**src/rtl/ni_injection_packetizer_if.sv**
```systemverilog
// Bundle of descriptor, payload-word and router-facing flit signals for the
// injection packetizer. "master" is the packetizer side, "slave" the environment.
interface ni_injection_packetizer_if #(
    parameter int PAYLOAD_W = 32,
    parameter int COORD_W   = 3,
    parameter int MAX_LEN   = 15,
    parameter int LEN_W     = $clog2(MAX_LEN + 1),
    parameter int FLIT_W    = PAYLOAD_W + 2
);
    // Handshakes: a transfer happens on a rising clk edge where valid && ready
    // (descriptor, payload word) or o_upstream_req && i_on_off (flit). A
    // pending flit holds o_flit/o_upstream_req stable until it is consumed.
    logic                 i_msg_valid;
    logic                 o_msg_ready;
    logic [COORD_W-1:0]   i_msg_dst_x;
    logic [COORD_W-1:0]   i_msg_dst_y;
    logic [LEN_W-1:0]     i_msg_len;
    logic                 i_word_valid;
    logic                 o_word_ready;
    logic [PAYLOAD_W-1:0] i_word_data;
    logic [FLIT_W-1:0]    o_flit;
    logic                 o_upstream_req;
    logic                 i_on_off;
    logic                 o_len_err;
    logic [15:0]          o_pkt_cnt;
    logic                 dbg_state;

    modport master (
        input  i_msg_valid, i_msg_dst_x, i_msg_dst_y, i_msg_len,
        input  i_word_valid, i_word_data, i_on_off,
        output o_msg_ready, o_word_ready, o_flit, o_upstream_req,
        output o_len_err, o_pkt_cnt, dbg_state
    );

    modport slave (
        output i_msg_valid, i_msg_dst_x, i_msg_dst_y, i_msg_len,
        output i_word_valid, i_word_data, i_on_off,
        input  o_msg_ready, o_word_ready, o_flit, o_upstream_req,
        input  o_len_err, o_pkt_cnt, dbg_state
    );
endinterface

```
**src/rtl/ni_injection_packetizer.sv**
```systemverilog
// Network-interface injection stage: turns a descriptor plus payload words into
// a HEAD / BODY... / TAIL flit packet, with a single-entry output register.
module ni_injection_packetizer #(
    parameter int PAYLOAD_W = 32,
    parameter int COORD_W   = 3,
    parameter int MAX_LEN   = 15,
    parameter int LEN_W     = $clog2(MAX_LEN + 1),
    parameter int SRC_X     = 0,
    parameter int SRC_Y     = 0,
    parameter int FLIT_W    = PAYLOAD_W + 2
) (
    input  logic                        clk,
    input  logic                        reset_n,
    ni_injection_packetizer_if.master   bus
);
    localparam logic [1:0] T_HEAD      = 2'b00;
    localparam logic [1:0] T_BODY      = 2'b01;
    localparam logic [1:0] T_TAIL      = 2'b10;
    localparam logic [1:0] T_HEAD_TAIL = 2'b11;

    typedef enum logic {
        IDLE = 1'b0,
        BODY = 1'b1
    } state_t;

    state_t               state;
    logic [LEN_W-1:0]     rem;
    logic                 slot_free;
    logic                 msg_fire;
    logic                 word_fire;
    logic                 flit_fire;
    logic                 len_bad;
    logic                 last_word;
    logic [PAYLOAD_W-1:0] head_payload;

    // The output register can take a new flit when empty or being drained now.
    assign slot_free = !bus.o_upstream_req || bus.i_on_off;

    assign bus.o_msg_ready  = reset_n && (state == IDLE) && slot_free;
    assign bus.o_word_ready = reset_n && (state == BODY) && slot_free;
    assign bus.dbg_state    = state;

    assign msg_fire  = bus.i_msg_valid && bus.o_msg_ready;
    assign word_fire = bus.i_word_valid && bus.o_word_ready;
    assign flit_fire = bus.o_upstream_req && bus.i_on_off;
    assign len_bad   = 32'(bus.i_msg_len) > 32'(MAX_LEN);
    assign last_word = (rem == LEN_W'(1));

    assign head_payload = PAYLOAD_W'({bus.i_msg_dst_x, bus.i_msg_dst_y,
                                      COORD_W'(SRC_X), COORD_W'(SRC_Y),
                                      bus.i_msg_len});

    always_ff @(posedge clk or negedge reset_n) begin
        if (!reset_n) begin
            state              <= IDLE;
            rem                <= '0;
            bus.o_flit         <= '0;
            bus.o_upstream_req <= 1'b0;
            bus.o_len_err      <= 1'b0;
            bus.o_pkt_cnt      <= '0;
        end else begin
            bus.o_len_err <= 1'b0;

            // Type bit 1 set means TAIL or HEAD_TAIL: the packet is complete.
            if (flit_fire) begin
                bus.o_upstream_req <= 1'b0;
                if (bus.o_flit[FLIT_W-1])
                    bus.o_pkt_cnt <= bus.o_pkt_cnt + 16'd1;
            end

            case (state)
                IDLE: begin
                    if (msg_fire) begin
                        if (len_bad) begin
                            bus.o_len_err <= 1'b1;
                        end else if (bus.i_msg_len == '0) begin
                            bus.o_flit         <= {T_HEAD_TAIL, head_payload};
                            bus.o_upstream_req <= 1'b1;
                        end else begin
                            bus.o_flit         <= {T_HEAD, head_payload};
                            bus.o_upstream_req <= 1'b1;
                            rem                <= bus.i_msg_len;
                            state              <= BODY;
                        end
                    end
                end
                BODY: begin
                    if (word_fire) begin
                        bus.o_flit         <= {last_word ? T_TAIL : T_BODY, bus.i_word_data};
                        bus.o_upstream_req <= 1'b1;
                        rem                <= rem - LEN_W'(1);
                        if (last_word)
                            state <= IDLE;
                    end
                end
                default: state <= IDLE;
            endcase
        end
    end
endmodule
```
**src/flat_wrapper.sv**
```systemverilog
// flat-port wrapper written by rule: the top's interface ports become plain ports
module ni_injection_packetizer_flat 
#(
    parameter int PAYLOAD_W = 32,
    parameter int COORD_W   = 3,
    parameter int MAX_LEN   = 15,
    parameter int LEN_W     = $clog2(MAX_LEN + 1),
    parameter int SRC_X     = 0,
    parameter int SRC_Y     = 0,
    parameter int FLIT_W    = PAYLOAD_W + 2
)
  (clk, reset_n, bus_i_msg_valid, bus_i_msg_dst_x, bus_i_msg_dst_y, bus_i_msg_len, bus_i_word_valid, bus_i_word_data, bus_i_on_off, bus_o_msg_ready, bus_o_word_ready, bus_o_flit, bus_o_upstream_req, bus_o_len_err, bus_o_pkt_cnt, bus_dbg_state);
  ni_injection_packetizer_if #(.PAYLOAD_W(PAYLOAD_W), .COORD_W(COORD_W), .MAX_LEN(MAX_LEN), .LEN_W(LEN_W), .FLIT_W(FLIT_W)) bus_i ();
  input  logic clk;
  input  logic reset_n;
  input wire logic [$bits(bus_i.i_msg_valid)-1:0] bus_i_msg_valid;
  input wire logic [$bits(bus_i.i_msg_dst_x)-1:0] bus_i_msg_dst_x;
  input wire logic [$bits(bus_i.i_msg_dst_y)-1:0] bus_i_msg_dst_y;
  input wire logic [$bits(bus_i.i_msg_len)-1:0] bus_i_msg_len;
  input wire logic [$bits(bus_i.i_word_valid)-1:0] bus_i_word_valid;
  input wire logic [$bits(bus_i.i_word_data)-1:0] bus_i_word_data;
  input wire logic [$bits(bus_i.i_on_off)-1:0] bus_i_on_off;
  output wire logic [$bits(bus_i.o_msg_ready)-1:0] bus_o_msg_ready;
  output wire logic [$bits(bus_i.o_word_ready)-1:0] bus_o_word_ready;
  output wire logic [$bits(bus_i.o_flit)-1:0] bus_o_flit;
  output wire logic [$bits(bus_i.o_upstream_req)-1:0] bus_o_upstream_req;
  output wire logic [$bits(bus_i.o_len_err)-1:0] bus_o_len_err;
  output wire logic [$bits(bus_i.o_pkt_cnt)-1:0] bus_o_pkt_cnt;
  output wire logic [$bits(bus_i.dbg_state)-1:0] bus_dbg_state;
  assign bus_i.i_msg_valid = bus_i_msg_valid;
  assign bus_i.i_msg_dst_x = bus_i_msg_dst_x;
  assign bus_i.i_msg_dst_y = bus_i_msg_dst_y;
  assign bus_i.i_msg_len = bus_i_msg_len;
  assign bus_i.i_word_valid = bus_i_word_valid;
  assign bus_i.i_word_data = bus_i_word_data;
  assign bus_i.i_on_off = bus_i_on_off;
  assign bus_o_msg_ready = bus_i.o_msg_ready;
  assign bus_o_word_ready = bus_i.o_word_ready;
  assign bus_o_flit = bus_i.o_flit;
  assign bus_o_upstream_req = bus_i.o_upstream_req;
  assign bus_o_len_err = bus_i.o_len_err;
  assign bus_o_pkt_cnt = bus_i.o_pkt_cnt;
  assign bus_dbg_state = bus_i.dbg_state;
  ni_injection_packetizer #(.PAYLOAD_W(PAYLOAD_W), .COORD_W(COORD_W), .MAX_LEN(MAX_LEN), .LEN_W(LEN_W), .SRC_X(SRC_X), .SRC_Y(SRC_Y), .FLIT_W(FLIT_W)) u_core (.clk(clk), .reset_n(reset_n), .bus(bus_i));
endmodule
```
**config.mk**
```make
export PLATFORM = sky130hd
export DESIGN_NAME = ni_injection_packetizer_flat
export DESIGN_NICKNAME = d
export VERILOG_FILES = /design/src/rtl/ni_injection_packetizer_if.sv /design/src/rtl/ni_injection_packetizer.sv /design/src/flat_wrapper.sv
export SDC_FILE = /design/constraint.sdc
export NUM_CORES = 1
export LEC_CHECK = 0
export ABC_AREA = 0
export CORE_MARGIN = 3
export CORE_UTILIZATION = 34
export DETAILED_ROUTE_END_ITERATION = 10
export GPL_ROUTABILITY_DRIVEN = 0
export HOLD_SLACK_MARGIN = 0.15
export PLACE_DENSITY_LB_ADDON = 0.15
export SLEW_MARGIN = 30
export SYNTH_ARGS = -nofsm -noshare
export SYNTH_HDL_FRONTEND = slang
export SYNTH_SLANG_ARGS = --single-unit
```
**constraint.sdc**
```tcl
create_clock -name clk -period 4.3 [get_ports clk]
set_input_delay 0.43 -clock clk [delete_from_list [all_inputs] [get_ports clk]]
set_output_delay 0.43 -clock clk [all_outputs]
set_load 0.05 [all_outputs]
```
### After elaboration in Yosys (flattened, before gate mapping)

Index checks and enable logic that the tools add are counted.

| word-level totals | value |
|---|---|
| bits in read-only memories | 0 |
| output and inout port bits | 55 |
| word-level logic and storage cells | 43 |
| bits in latches | 0 |
| memories | 0 |
| input port bits | 47 |
| register bits after elaboration | 56 |
| memory bits (writable) | 0 |

| cells by class | value |
|---|---|
| $lt $le $gt $ge | 0 |
| shift operators | 0 |
| div/mod/pow operators | 0 |
| multiplexer cells | 18 |
| $add $sub $neg | 2 |
| bitwise gates (word level) | 1 |
| reductions and logical operators | 13 |
| equality and inequality tests | 4 |
| $mul | 0 |

Operators with widths:

| cell | number |
|---|---|
| $mux W34 | 3 |
| $pmux W34 S2 | 1 |
| $add A16 B1 Y16 const B | 1 |
| $mux W4 | 3 |
| $pmux W4 S2 | 1 |
| $logic_and A1 B1 Y1 | 7 |
| $mux W1 | 7 |
| $eq A4 B1 Y1 const B | 1 |
| $logic_not A4 Y1 | 1 |
| $ne A2 B2 Y1 const B | 2 |
| $pmux W1 S2 | 2 |
| $reduce_and A2 Y1 | 2 |
| $sub A4 B1 Y4 const B | 1 |
| $reduce_and A3 Y1 | 1 |
| $mux W2 | 1 |
| $ne A2 B1 Y1 const B | 1 |
| $logic_not A1 Y1 | 1 |
| $logic_or A1 B1 Y1 | 1 |
| $not A1 Y1 | 1 |

### Depth between registers and ports, before layout

| depth | value |
|---|---|
| word-level depth | 6 |
| mapped depth | 6 |
| depth with buffers taken out | 5 |

### Least setup slack after synthesis

OpenSTA, ideal clock, no wires.

| timing path | value |
|---|---|
| path kind | register -> output |
| from | register u_core.state, in the netlist u_core.bus.dbg_state |
| to | output port bus_o_msg_ready |
| data required time | 3.870 ns |
| slack | 2.209 ns |
| stages on the path, launching flop included | 4 |
| data arrival time | 1.661 ns |
| path through | dfrtp_1 buf_6 clkbuf_1 nor2_1 |

| on the way | value |
|---|---|
| word-level cells in the longest chain between the ends | 3 |

Ends and longest elaborated chain:

| what | RTL line | source |
|---|---|---|
| start, declared | ni_injection_packetizer.sv:26 | `state_t state;` |
| start signal, assigned | ni_injection_packetizer.sv:55 | `state <= IDLE;` |
| start signal, assigned | ni_injection_packetizer.sv:83 | `state <= BODY;` |
| start signal, assigned | ni_injection_packetizer.sv:93 | `state <= IDLE;` |
| $not A1 Y1 | ni_injection_packetizer.sv:39 | `assign bus.o_msg_ready = reset_n && (state == IDLE) && slot_free;` |
| $logic_and A1 B1 Y1 (2 in series) | ni_injection_packetizer.sv:39 |  |
| end, declared | flat_wrapper.sv:23 | `output wire logic [$bits(bus_i.o_msg_ready)-1:0] bus_o_msg_ready;` |

No other way between the ends.

### Worst setup path after layout

| timing path | value |
|---|---|
| from | input port reset_n |
| to | output port bus_o_msg_ready |

| on the way | value |
|---|---|
| word-level cells in the longest chain between the ends | 2 |

Ends and longest elaborated chain:

| what | RTL line | source |
|---|---|---|
| start, declared | flat_wrapper.sv:15 | `input logic reset_n;` |
| $logic_and A1 B1 Y1 (2 in series) | ni_injection_packetizer.sv:39 |  |

No other way between the ends.

==> results.toml <==
[run_status]
status = "completed"

[worst_setup_path]
crit_chain = "dlygate4sd3_1 > buf_2 > nand2_1 > nor2_1 > clkdlybuf4s50_1"
worstSetupPathType = "in2out"
end_kind = "primary output"
crit_path_start_kind = "input port"
cp-endpoint = "bus_o_msg_ready"
critPathMaxStageDelay_ns = 0.83
critPathArrivalTime_ns = 2.37
reg2regPathDepth = 5
required_ns = 3.87
rr_endpoint = "u_core.bus.o_flit[19]"
critPathMaxFanout = 15
reg2reg_from = "u_core.bus.o_upstream_req"
crit_start = "reset_n"
slowest_stage = "clkdlybuf4s50_1"
r2r_setup_slack_ns = 2.29

[pwr]
p_int_uw = 1050
ir_drop_mv = 0.214
comb_power_share_pct = 44.1
p_sw_share_pct = 42.2
power.leakage_uw = 0.00171
powerDensity_nw_per_um2 = 492
clockPowerShare_pct = 16.6
seqPwrFrac_pct = 39.3
p_sw_uw = 766

[synth]
synth-main-ff-cell = "dfrtp_1"
yosys-top-cells-count = "62 x nand2_1, 56 x dfrtp_1, 35 x o21ai_0"
syn_area_per_cell_um2 = 10.0
synth.most_common_cell = "nand2_1"
async_flop_share_pct = 100
synth_nets = 302
synth_seq_cells = 56
seq_area_frac_synth_pct = 55.6
synth_top_cell_by_area = "dfrtp_1"
netlist_area_um2 = 2520
synth_top_area_share_pct = 55.6
synth_area_leaders = "dfrtp_1 56%, nand2_1 9.2%, o21ai_0 6.9%"
synth_cell_type_count = 35
synth_edf_count = 0
yosysWarningCount = 0
syn_inst = 252

[floorplanning]
dieArea_um2 = 8480
die_y_um = 92.1
fp.coreArea_um2 = 6980
io_pins = 102
row_count = 30
dieWidth_um = 92.1
initial_utilization_pct = 36.1

[cts]
cts_buffers = 5
h-tree-depth = 2
cts_hold_repair.buffers = 1
clock_latency_ns = 0.31
cts_tree = "yes"
root_buffer = "clkbuf_8"
cts.clk_slew.worst_paths_ns = 0.10
cts_resized = 0
post-cts-setup-buffers = 0
max-clock-path-buffers = 2
cts.sinks = 56

[routing]
viasPerCell = 4.61
route.detailed.drc = 0
drt_iter0_markers = 55
wl_per_cell_um = 13.1
vias = 2055
routed_wl_um = 5830
firstDrtPassIters = 4
ant_nets = 0

[global_routing]
grt_pass1_wl_um = 9630
antenna_found_initial = 0
grt_pass1_vias = 2007
track_usage_pct = 14.0
grt.overflow.total = 0
grt_max_degree = 48

[placed_design]
hpwl_um = 4200
place_inst = 437
portBuffers = 100

[sta]
finalHoldViolCount = 0
setup_viol = 0
fin_crit_sh_pct = 65.0
rsz0062_at_grt = "no"
relSlewSlack_pct = 53.3
period_minus_slack_ns = 2.80
finalSetupTns_ns = 0
drv_slew = 0
fmax_mhz = 358
clock_skew_ns = 0.00665
tightest_slew_ns = 0.700

[job]
maxCapViolations = 0

[cells_and_area]
instances_no_fill = 446
drive_gt1_share_pct = 5.14
fin_nets = 399
diodes = 0
n_fill_cell = 664
syn_to_final_growth_pct = 46.6

[worst_hold_path]
hold_class = "reg2reg"
-- layout by cell type, fill, tap and decap left out, types with 2 or more instances in the layout --
master	n
a21oi_1	2
a31oi_1	2
and3_1	4
buf_4	3
clkbuf_8	6
clkdlybuf4s50_1	99
dfrtp_1	55
ha_1	3
inv_1	4
mux2_2	2
mux2i_1	11
nand2_1	62
nand3_1	9
nand4_1	3
nor2_1	7
nor2b_1	2
nor3_1	3
o21ai_0	35
o31ai_1	4
xnor2_1	8
xor2_1	7
-- cells by family after synthesis --
family	after synthesis	share of synthesized area (%)
compound gates	47	10.4
xor+xnor	15	5.21
fa+ha+maj	3	1.49
buf+inv	18	3.52
flops	56	55.6
mux	13	5.26
other cells	1	0.149
simple gates	99	18.4
-- critical path: cells and delay by family --
family                 cells  cell delay, ns
buffers and inverters      3            1.71
and+or+nand+nor            2            0.22
-- metal layers --
metal / global-route usage, % / up-vias / wire, um / share of wire, %
li1: - / 1047 / - / -
met2: 22.2 / 67 / 2580 / 44
met5: 0 / - / 0 / 0
met3: 5.82 / 7 / 513 / 8.8
met4: 4.21 / 0 / 72 / 1.2
met1: 17.5 / 934 / 2660 / 46
-- power by group through the flow --
| stage | combinational, uW | sequential [uW] | clock (uW) |
|---|---|---|---|
| floorplan | 160 | 1070 | 0 |
| global placement | 799 | 725 | 0 |
| detailed placement | 806 | 725 | 0 |
| CTS | 811 | 716 | 313 |
| global route | 854 | 733 | 330 |
| finish | 801 | 714 | 301 |
-- metrics by stage --
| step | setup WS [ns] | area [um^2] | utilization (%) | power, uW | hold WS, ns |
|---|---|---|---|---|---|
| after CTS | 1.46 | 3700 | 52.9 | 1840 | 0.480 |
| after detailed placement | 1.65 | 3590 | 51.5 | 1530 | 0.346 |
| final | 1.50 | 3700 | 52.9 | 1820 | 0.474 |
| after global routing | 1.34 | 3700 | 52.9 | 1920 | 0.504 |
| after floorplan | 2.21 | 2520 | - | 1230 | 0.134 |
| after global placement | 1.64 | 3590 | 51.5 | 1520 | 0.346 |
-- how the worst min path moves through the flow --
stage	startpoint	end	slack (ns)	cells after the start
CTS	u_core.bus.o_pkt_cnt[15]	u_core.bus.o_pkt_cnt[15]	0.48	1
global placement	reset_n	u_core.bus.o_flit[8]	0.35	1
detailed placement	reset_n	u_core.bus.o_flit[16]	0.35	1
floorplan	reset_n	u_core.bus.dbg_state	0.13	0
global route	u_core.bus.o_pkt_cnt[15]	u_core.bus.o_pkt_cnt[15]	0.50	1
finish	u_core.bus.o_pkt_cnt[15]	u_core.bus.o_pkt_cnt[15]	0.47	1
-- registers in the layout, indices dropped and copies added, names as in the netlist --
register,count
u_core.bus.o_flit,34
u_core.bus.o_pkt_cnt,16
u_core.rem,4
u_core.bus.dbg_state,1
u_core.bus.o_upstream_req,1
-- cell type report --
class,instances,area (um^2),share of cell area [%]
timing repair buffer,104,1030,27.8
inverter,4,15.0,0.406
clock buffer,7,86.3,2.34
sequential,56,1400,37.9
multi-input combinational,178,1040,28.0
clock inverter,1,7.51,0.203
tap,96,120,3.25
Power figures use the tool's default switching activity.
